**src/rtl/address_stepper_if.sv**
```systemverilog
// Bus bundle between an address_stepper and its consumer: load/burst
// control in, address and handshake status out.
interface address_stepper_if #(
  parameter int unsigned WIDTH     = 16,
  parameter int unsigned LEN_WIDTH = 8
) ();

  logic                 i_Load;
  logic [WIDTH-1:0]     i_LoadValue;
  logic                 i_Start;
  logic [LEN_WIDTH-1:0] i_Length;
  logic                 i_Decrement;
  logic                 i_Step;
  logic [WIDTH-1:0]     o_Addr;
  logic                 o_Valid;
  logic                 o_Busy;
  logic                 o_Done;
  logic                 o_Carry;

  // Consumer side: issues commands, observes address and status.
  modport master (
    output i_Load, i_LoadValue, i_Start, i_Length, i_Decrement, i_Step,
    input  o_Addr, o_Valid, o_Busy, o_Done, o_Carry
  );

  // Stepper side.
  modport slave (
    input  i_Load, i_LoadValue, i_Start, i_Length, i_Decrement, i_Step,
    output o_Addr, o_Valid, o_Busy, o_Done, o_Carry
  );

endinterface

```
**src/rtl/address_stepper.sv**
```systemverilog
// Registered address generator: load, single step +/-1, or length-counted
// burst with start/busy/done handshake. Wraps modulo 2^WIDTH.
module address_stepper #(
  parameter int unsigned WIDTH     = 16,
  parameter int unsigned LEN_WIDTH = 8
) (
  input  logic              i_Clk,
  input  logic              i_Reset,
  address_stepper_if.slave  bus
);

  typedef enum logic [1:0] {
    S_IDLE = 2'd0,
    S_RUN  = 2'd1,
    S_DONE = 2'd2
  } state_t;

  state_t               r_state;
  logic [WIDTH-1:0]     r_addr;
  logic [LEN_WIDTH-1:0] r_count;
  logic                 r_dir;
  logic                 r_carry;
  logic                 r_valid;
  logic                 r_busy;
  logic                 r_done;

  state_t               w_state_nxt;
  logic [WIDTH-1:0]     w_addr_nxt;
  logic [LEN_WIDTH-1:0] w_count_nxt;
  logic                 w_dir_nxt;
  logic                 w_carry_nxt;

  logic                 w_step_dec;
  logic [WIDTH-1:0]     w_addr_inc;
  logic [WIDTH-1:0]     w_addr_dec;
  logic [WIDTH-1:0]     w_addr_stepped;
  logic                 w_wrap;

  // Single steps use the live direction; bursts use the one latched at start.
  assign w_step_dec     = (r_state == S_RUN) ? r_dir : bus.i_Decrement;
  assign w_addr_inc     = r_addr + WIDTH'(1);
  assign w_addr_dec     = r_addr - WIDTH'(1);
  assign w_addr_stepped = w_step_dec ? w_addr_dec : w_addr_inc;
  assign w_wrap         = w_step_dec ? (r_addr == '0) : (&r_addr);

  // State register plus all registered outputs.
  always_ff @(posedge i_Clk) begin
    if (i_Reset) begin
      r_state <= S_IDLE;
      r_addr  <= '0;
      r_count <= '0;
      r_dir   <= 1'b0;
      r_carry <= 1'b0;
      r_valid <= 1'b0;
      r_busy  <= 1'b0;
      r_done  <= 1'b0;
    end else begin
      r_state <= w_state_nxt;
      r_addr  <= w_addr_nxt;
      r_count <= w_count_nxt;
      r_dir   <= w_dir_nxt;
      r_carry <= w_carry_nxt;
      r_valid <= (w_state_nxt == S_RUN);
      r_busy  <= (w_state_nxt != S_IDLE);
      r_done  <= (w_state_nxt == S_DONE);
    end
  end

  // Next-state and datapath update.
  always_comb begin
    w_state_nxt = r_state;
    w_addr_nxt  = r_addr;
    w_count_nxt = r_count;
    w_dir_nxt   = r_dir;
    w_carry_nxt = 1'b0;

    unique case (r_state)
      S_IDLE: begin
        if (bus.i_Load) begin
          w_addr_nxt = bus.i_LoadValue;
        end else if (bus.i_Start) begin
          if (bus.i_Length != '0) begin
            w_count_nxt = bus.i_Length;
            w_dir_nxt   = bus.i_Decrement;
            w_state_nxt = S_RUN;
          end else begin
            w_state_nxt = S_DONE;
          end
        end else if (bus.i_Step) begin
          w_addr_nxt  = w_addr_stepped;
          w_carry_nxt = w_wrap;
        end
      end

      S_RUN: begin
        if (bus.i_Step) begin
          w_addr_nxt  = w_addr_stepped;
          w_carry_nxt = w_wrap;
          w_count_nxt = r_count - LEN_WIDTH'(1);
          if (r_count == LEN_WIDTH'(1)) begin
            w_state_nxt = S_DONE;
          end
        end
      end

      S_DONE: begin
        w_state_nxt = S_IDLE;
      end

      default: begin
        w_state_nxt = S_IDLE;
      end
    endcase
  end

  assign bus.o_Addr  = r_addr;
  assign bus.o_Valid = r_valid;
  assign bus.o_Busy  = r_busy;
  assign bus.o_Done  = r_done;
  assign bus.o_Carry = r_carry;

endmodule
```
**src/flat_wrapper.sv**
```systemverilog
// flat-port wrapper written by rule: the top's interface ports become plain ports
module address_stepper_flat 
#(
  parameter int unsigned WIDTH     = 16,
  parameter int unsigned LEN_WIDTH = 8
)
  (i_Clk, i_Reset, bus_i_Load, bus_i_LoadValue, bus_i_Start, bus_i_Length, bus_i_Decrement, bus_i_Step, bus_o_Addr, bus_o_Valid, bus_o_Busy, bus_o_Done, bus_o_Carry);
  address_stepper_if #(.WIDTH(WIDTH), .LEN_WIDTH(LEN_WIDTH)) bus_i ();
  input  logic i_Clk;
  input  logic i_Reset;
  input wire logic [$bits(bus_i.i_Load)-1:0] bus_i_Load;
  input wire logic [$bits(bus_i.i_LoadValue)-1:0] bus_i_LoadValue;
  input wire logic [$bits(bus_i.i_Start)-1:0] bus_i_Start;
  input wire logic [$bits(bus_i.i_Length)-1:0] bus_i_Length;
  input wire logic [$bits(bus_i.i_Decrement)-1:0] bus_i_Decrement;
  input wire logic [$bits(bus_i.i_Step)-1:0] bus_i_Step;
  output wire logic [$bits(bus_i.o_Addr)-1:0] bus_o_Addr;
  output wire logic [$bits(bus_i.o_Valid)-1:0] bus_o_Valid;
  output wire logic [$bits(bus_i.o_Busy)-1:0] bus_o_Busy;
  output wire logic [$bits(bus_i.o_Done)-1:0] bus_o_Done;
  output wire logic [$bits(bus_i.o_Carry)-1:0] bus_o_Carry;
  assign bus_i.i_Load = bus_i_Load;
  assign bus_i.i_LoadValue = bus_i_LoadValue;
  assign bus_i.i_Start = bus_i_Start;
  assign bus_i.i_Length = bus_i_Length;
  assign bus_i.i_Decrement = bus_i_Decrement;
  assign bus_i.i_Step = bus_i_Step;
  assign bus_o_Addr = bus_i.o_Addr;
  assign bus_o_Valid = bus_i.o_Valid;
  assign bus_o_Busy = bus_i.o_Busy;
  assign bus_o_Done = bus_i.o_Done;
  assign bus_o_Carry = bus_i.o_Carry;
  address_stepper #(.WIDTH(WIDTH), .LEN_WIDTH(LEN_WIDTH)) u_core (.i_Clk(i_Clk), .i_Reset(i_Reset), .bus(bus_i));
endmodule
```
**config.mk**
```make
export PLATFORM = sky130hd
export DESIGN_NAME = address_stepper_flat
export DESIGN_NICKNAME = d
export VERILOG_FILES = /design/src/rtl/address_stepper_if.sv /design/src/rtl/address_stepper.sv /design/src/flat_wrapper.sv
export SDC_FILE = /design/constraint.sdc
export NUM_CORES = 1
export LEC_CHECK = 0
export ABC_AREA = 1
export BUFFER_PORTS_ARGS = -buffer_cell sky130_fd_sc_hd__buf_2
export CORE_MARGIN = 4
export CORE_UTILIZATION = 40
export DETAILED_ROUTE_END_ITERATION = 8
export PLACE_DENSITY_LB_ADDON = 0.3
export SKIP_LAST_GASP = 1
export SYNTH_ARGS = -nofsm -noshare
export SYNTH_HDL_FRONTEND = slang
export SYNTH_SLANG_ARGS = --single-unit
export TNS_END_PERCENT = 5
```
**constraint.sdc**
```tcl
create_clock -name i_Clk -period 3.4 [get_ports i_Clk]
set_input_delay 0 -clock i_Clk [delete_from_list [all_inputs] [get_ports i_Clk]]
set_output_delay 0 -clock i_Clk [all_outputs]
set_load 0.05 [all_outputs]
```
* Word-level counts from Yosys, hierarchy flattened *
Index checks and enable logic that the tools add are counted.

storage, ports and cells
  register bits after elaboration = 31
  input bits = 30
  output and inout port bits = 20
  word-level logic and storage cells = 52

cells by class
  $add $sub $neg = 3
  equal/unequal tests = 9
  mux-type cells = 22
  bitwise logic cells = 1
  reductions and logical operators = 9

operators with widths
  operator                                                                  number
  16-bit two-way mux                                                        4
  8-bit two-way mux                                                         4
  16-bit case mux with 2 select lines                                       1
  16-bit by 1-bit adder with 16-bit output (second input constant)          1
  16-bit zero test                                                          1
  8-bit case mux with 2 select lines                                        1
  16-bit AND reduction                                                      1
  16-bit by 1-bit subtractor with 16-bit output (second input constant)     1
  2-bit two-way mux                                                         5
  8-bit by 1-bit == test with 1-bit output (second input constant)          1
  8-bit nonzero test                                                        1
  8-bit by 1-bit subtractor with 8-bit output (second input constant)       1
  2-bit inequality test (second input constant)                             3
  1-bit two-way mux                                                         5
  5-bit AND reduction                                                       1
  2-bit by 1-bit == test with 1-bit output (second input constant)          2
  2-bit case mux with 2 select lines                                        1
  4-bit AND reduction                                                       1
  2-bit nonzero test                                                        2
  3-bit inequality test (second input constant)                             1
  2-bit == test (second input constant)                                     1
  2-bit zero test                                                           1
  2-bit by 1-bit inequality test with 1-bit output (second input constant)  1
  1-bit case mux with 2 select lines                                        1
  other kinds (2)                                                           2

* Logic depth before layout (Yosys ltp) *
  depth after elaboration = 7
  gate-level depth with buffers = 17
  depth with buffers taken out = 17

* Least setup slack after synthesis *
No wires, ideal clock.

  path kind = register to register
  start = register u_core.r_state[1]
  end = register u_core.r_addr[13], in the netlist u_core.bus.o_Addr[13]
  library setup time = 70 ps
  data arrival time = 2030 ps
  data required time = 3330 ps
  path slack = 1299 ps
  cell stages (with the launch flop) = 17
  buffers on the path = 0
  clock period less this slack = 2101 ps
  path through = dfxtp_1 inv_2 nand2_4 inv_4 nand2_1 nand2_2 ha_1 or2_1 nand3b_1 nand2_1 nand2_1 nand2_1 nand2_1 nand3_1 nand2_1 nand2_1 a21oi_1

between the ends
  cells in the longest elaborated chain, start to end = 7
  elaborated cells between the ends (all ways) = 11
  those cells by class = eq/ne (2); mux (6); reduce/logical (3)

RTL lines
  what                                      RTL line                                      source
  start: declaration                        address_stepper.sv:18                         state_t r_state;
  start signal: assignment                  address_stepper.sv:58                         r_state <= w_state_nxt;
  2-bit by 1-bit == test with 1-bit output  address_stepper.sv:40, address_stepper.sv:77
  1-bit two-way mux                         address_stepper.sv:40                         assign w_step_dec = (r_state == S_RUN) ? r_dir : bus.i_Decrement;
  16-bit two-way mux                        address_stepper.sv:43                         assign w_addr_stepped = w_step_dec ? w_addr_dec : w_addr_inc;
  16-bit two-way mux                        address_stepper.sv:89, address_stepper.sv:96
  16-bit two-way mux                        address_stepper.sv:81                         end else if (bus.i_Start) begin
  16-bit two-way mux                        address_stepper.sv:79                         if (bus.i_Load) begin
  16-bit case mux with 2 select lines       address_stepper.sv:77                         unique case (r_state)
  end signal: assignment                    address_stepper.sv:59                         r_addr <= w_addr_nxt;
  end: declaration                          address_stepper.sv:19                         logic [WIDTH-1:0] r_addr;

Parallel ways exist; a longest one is shown, timed or not. The select of a mux whose other input is x is not followed.
A chain may end at the register's enable or synchronous reset.

* Worst setup path in the final report *
Same ends and word-level chain as after synthesis.

==> implementation parameters <==
Parameter                              Value

Outcome
  Status ... finished clean

Routing
  Number of design rule violations left after detail routing ... 0
  Met3 Routed Length ... ~430 µm
  Total routed wirelength ... approximately 7800 µm
  Drt wl/cell ... ~13 µm
  Final antenna-violating net count ... 0
  Met2 Wirelength ... between 3000 and 4000 µm
  Max Used Layer ... met4
  DR pass1 iterations ... 5
  Vias per inst ... around 5.2
  Vias ... 3,016
  M1 wire length ... around 3700 µm
  Drt initial violations ... between 150 and 200

Die
  Top-level I/O count ... 50
  Starting utilization of the core area ... 42.0%
  Die X-Extent ... approximately 90 µm
  Number of cell rows ... 29
  Full die area ... ~8000 µm²
  Placeable core region ... ~6500 µm²
  Die H ... ~90 µm

Synthesis
  Post-synthesis cell count ... approximately 450
  Post-Synthesis Cell Area ... 2720 µm²
  Area share of the largest cell type after synthesis ... a little under a quarter
  Most used flip-flop cell after synthesis ... sky130_fd_sc_hd__dfxtp_1
  Post-synth EDFFs ... 0
  Average instance area after synthesis ... about 6.0 µm²
  Register area share after synthesis ... 22.9%
  Synth area leader ... sky130_fd_sc_hd__dfxtp_1
  Dominant cells by area after synthesis ... sky130_fd_sc_hd__dfxtp_1 23%, sky130_fd_sc_hd__nand2_1 18%, sky130_fd_sc_hd__inv_1 9.5%
  Count of state elements after synthesis ... 31
  Syn nets ... around 500
  Unique cell type count in the Yosys netlist ... 39
  Ys async rst share ... 0%
  Number of warnings issued by yosys ... 0

Job
  Max-cap check violation count ... 0

STA
  Transition at the pin with the smallest max-transition slack ... 0.614 ns
  Post-route clock period utilization ... between 70% and 80%
  Minimum setup slack in the final design ... slightly below 0.8 ns
  Fmax achieved ... between 300 and 400 MHz
  Setup TNS ... 0 ns
  Fin crit period ... about 2.6 ns
  Setup repair after global routing missed its margin ... no
  Final Hold Vio Count ... 0
  Worst setup skew after layout ... 0.0142 ns
  Final Slew Violations ... 0
  Relative max-transition margin ... between 50% and 60%
  Total of endpoints with negative setup slack in the final report ... 0

CTS
  Root Buffer ... sky130_fd_sc_hd__clkbuf_8
  Total CTS buffers ... 5
  Source-to-sink clock delay at the later pin of the worst-skew pair ... 0.29 ns
  CTS tree ... done
  Clock Sinks ... 31
  Clock transition at the registers of the reported paths ... ~0.080 ns
  CTS HTree Levels ... 2
  Clk buf depth ... 2

Setup path
  CP required ... between 3 and 4 ns
  Critical path class ... reg2reg
  Data arrival time of the critical path ... between 2 and 3 ns
  Setup crit end kind ... flop
  Critical path fanouts, max ... 18
  Critical Path Source Type ... flop

GRT
  Maximum number of pins on one net before global-route repair ... 19
  Via count of the first global-routing pass ... 2,886
  First-pass GRT wire length ... about 13,000 µm
  Congestion Overflow GR ... 0
  GRT Resource Usage Total ... about a fifth
  Antenna violations before repair ... 0

Layout
  Area growth, synth to finish ... 16.5%
  Layout Nets ... 554
  Ratio of cells with drive above 1 in the final layout ... approximately 14%
  Antenna Diode Count ... 0
  Fin area ... between 3000 and 4000 µm²
  Final non-filler cell total ... roughly 600
  Post-route core utilization ... roughly half
  Most common cell after layout, fill and taps aside ... sky130_fd_sc_hd__nand2_1
  Most used cells in the layout excluding fill and tap cells ... 130 x sky130_fd_sc_hd__nand2_1, 69 x sky130_fd_sc_hd__inv_1, 49 x sky130_fd_sc_hd__buf_2

Power
  Total power per unit cell area ... roughly 430 nW/µm²
  IR Drop Worst-Case VDD ... approximately 240 µV
  Static power due to leakage ... about 1.7 nW

Placement
  Post-Place Worst Slack ... about 0.80 ns
  Number of buffers added on ports ... 49
  Number of placed instances, taps included ... 570
  Post-DP HPWL ... between 5000 and 6000 µm
  Placed cell area ... 3010 µm²
  Weighted congestion reported at the end of routability-driven placement ... roughly 0.9

Hold path
  Class of the tightest hold or removal check ... in2reg
[cell usage after synthesis, drive strengths merged (2+ instances only)]
library cell  count
nor2             41
o211ai            2
dfxtp            31
ha               18
nand2           134
nand3b            4
nor4              6
a21oi            45
nor3              5
a31oi             3
clkbuf            5
xnor2             2
inv              75
xor2              5
o221ai            2
buf               4
nand4             8
nand3            28
o21ai            27
[sequential cells by signal (all words and copies together), names as in the netlist]
name / flops
u_core.r_state: 2
u_core.r_count: 8
u_core.bus.o_Carry: 1
u_core.r_dir: 1
u_core.bus.o_Valid: 1
u_core.bus.o_Done: 1
u_core.bus.o_Busy: 1
u_core.bus.o_Addr: 16
[cells by family after synthesis]
kind of cell    share of synthesized area (%)
xor+xnor                                 2.26
buf+inv                                  12.3
fa+ha+maj                                9.03
flops                                    22.9
compound gates                           17.6
simple gates                             35.9
[path summary, 6_finish.rpt]
| check | start | end | slack (ns) | cells past startpoint |
|---|---|---|---|---|
| max | u_core.r_state[1] | u_core.bus.o_Addr[13] | 0.79 | 16 |
| min | bus_i_LoadValue[8] | u_core.bus.o_Addr[8] | 0.02 | 3 |
| max reg2reg | u_core.r_state[1] | u_core.bus.o_Addr[13] | 0.79 | 16 |
| min reg2reg | u_core.r_count[7] | u_core.r_count[7] | 0.51 | 2 |
[per-layer routing]
layer / track usage, % / up-vias
met3: 3.58 / 10
li1: - / 1576
met4: 5.74 / 0
met5: 0 / -
met2: 33.0 / 83
met1: 25.4 / 1347
[through the flow]
stage | hold WS (ns) | power (mW)
CTS | 0.00452 | 1.38
finish | 0.0174 | 1.38
floorplan | 0.0691 | 0.893
global placement | 0.256 | 1.02
detailed placement | 0.253 | 1.03
global route | 0.0150 | 1.48
[worst max-delay path, stage by stage (launching register included)]
cell and delay, ns:
sky130_fd_sc_hd__dfxtp_1 0.38, sky130_fd_sc_hd__inv_2 0.07, sky130_fd_sc_hd__nand2_4 0.18, sky130_fd_sc_hd__inv_4 0.09, sky130_fd_sc_hd__nand2_1 0.08, sky130_fd_sc_hd__nand2_2 0.25
sky130_fd_sc_hd__ha_1 0.44, sky130_fd_sc_hd__or2_1 0.27, sky130_fd_sc_hd__nand3b_1 0.14, sky130_fd_sc_hd__nand2_1 0.11, sky130_fd_sc_hd__nand2_1 0.11, sky130_fd_sc_hd__nand2_1 0.06
sky130_fd_sc_hd__nand2_1 0.06, sky130_fd_sc_hd__nand3_1 0.07, sky130_fd_sc_hd__nand2_1 0.07, sky130_fd_sc_hd__nand2_1 0.04, sky130_fd_sc_hd__a21oi_1 0.12
[timing repair]
item	CTS	global route
hold buffers	5	0
gates resized for setup	0	0
setup buffers	0	0
endpoints found under the hold margin	5	0
[cell type report]
type / count / area (µm²)
fill: 709 / 3300
multi-input combinational: 338 / 1760
sequential: 31 / 621
timing repair buffer: 54 / 295
inverter: 75 / 287
clock buffer: 7 / 96.3
tap: 77 / 96.3
clock inverter: 1 / 7.51
[power by group]
part	switching [mW]	internal (mW)	leakage [nW]
logic	0.402	0.195	1.36
registers	0.0393	0.399	0.256
clock network	0.156	0.184	0.0505
No activity file was read; power rests on OpenSTA's default activity.
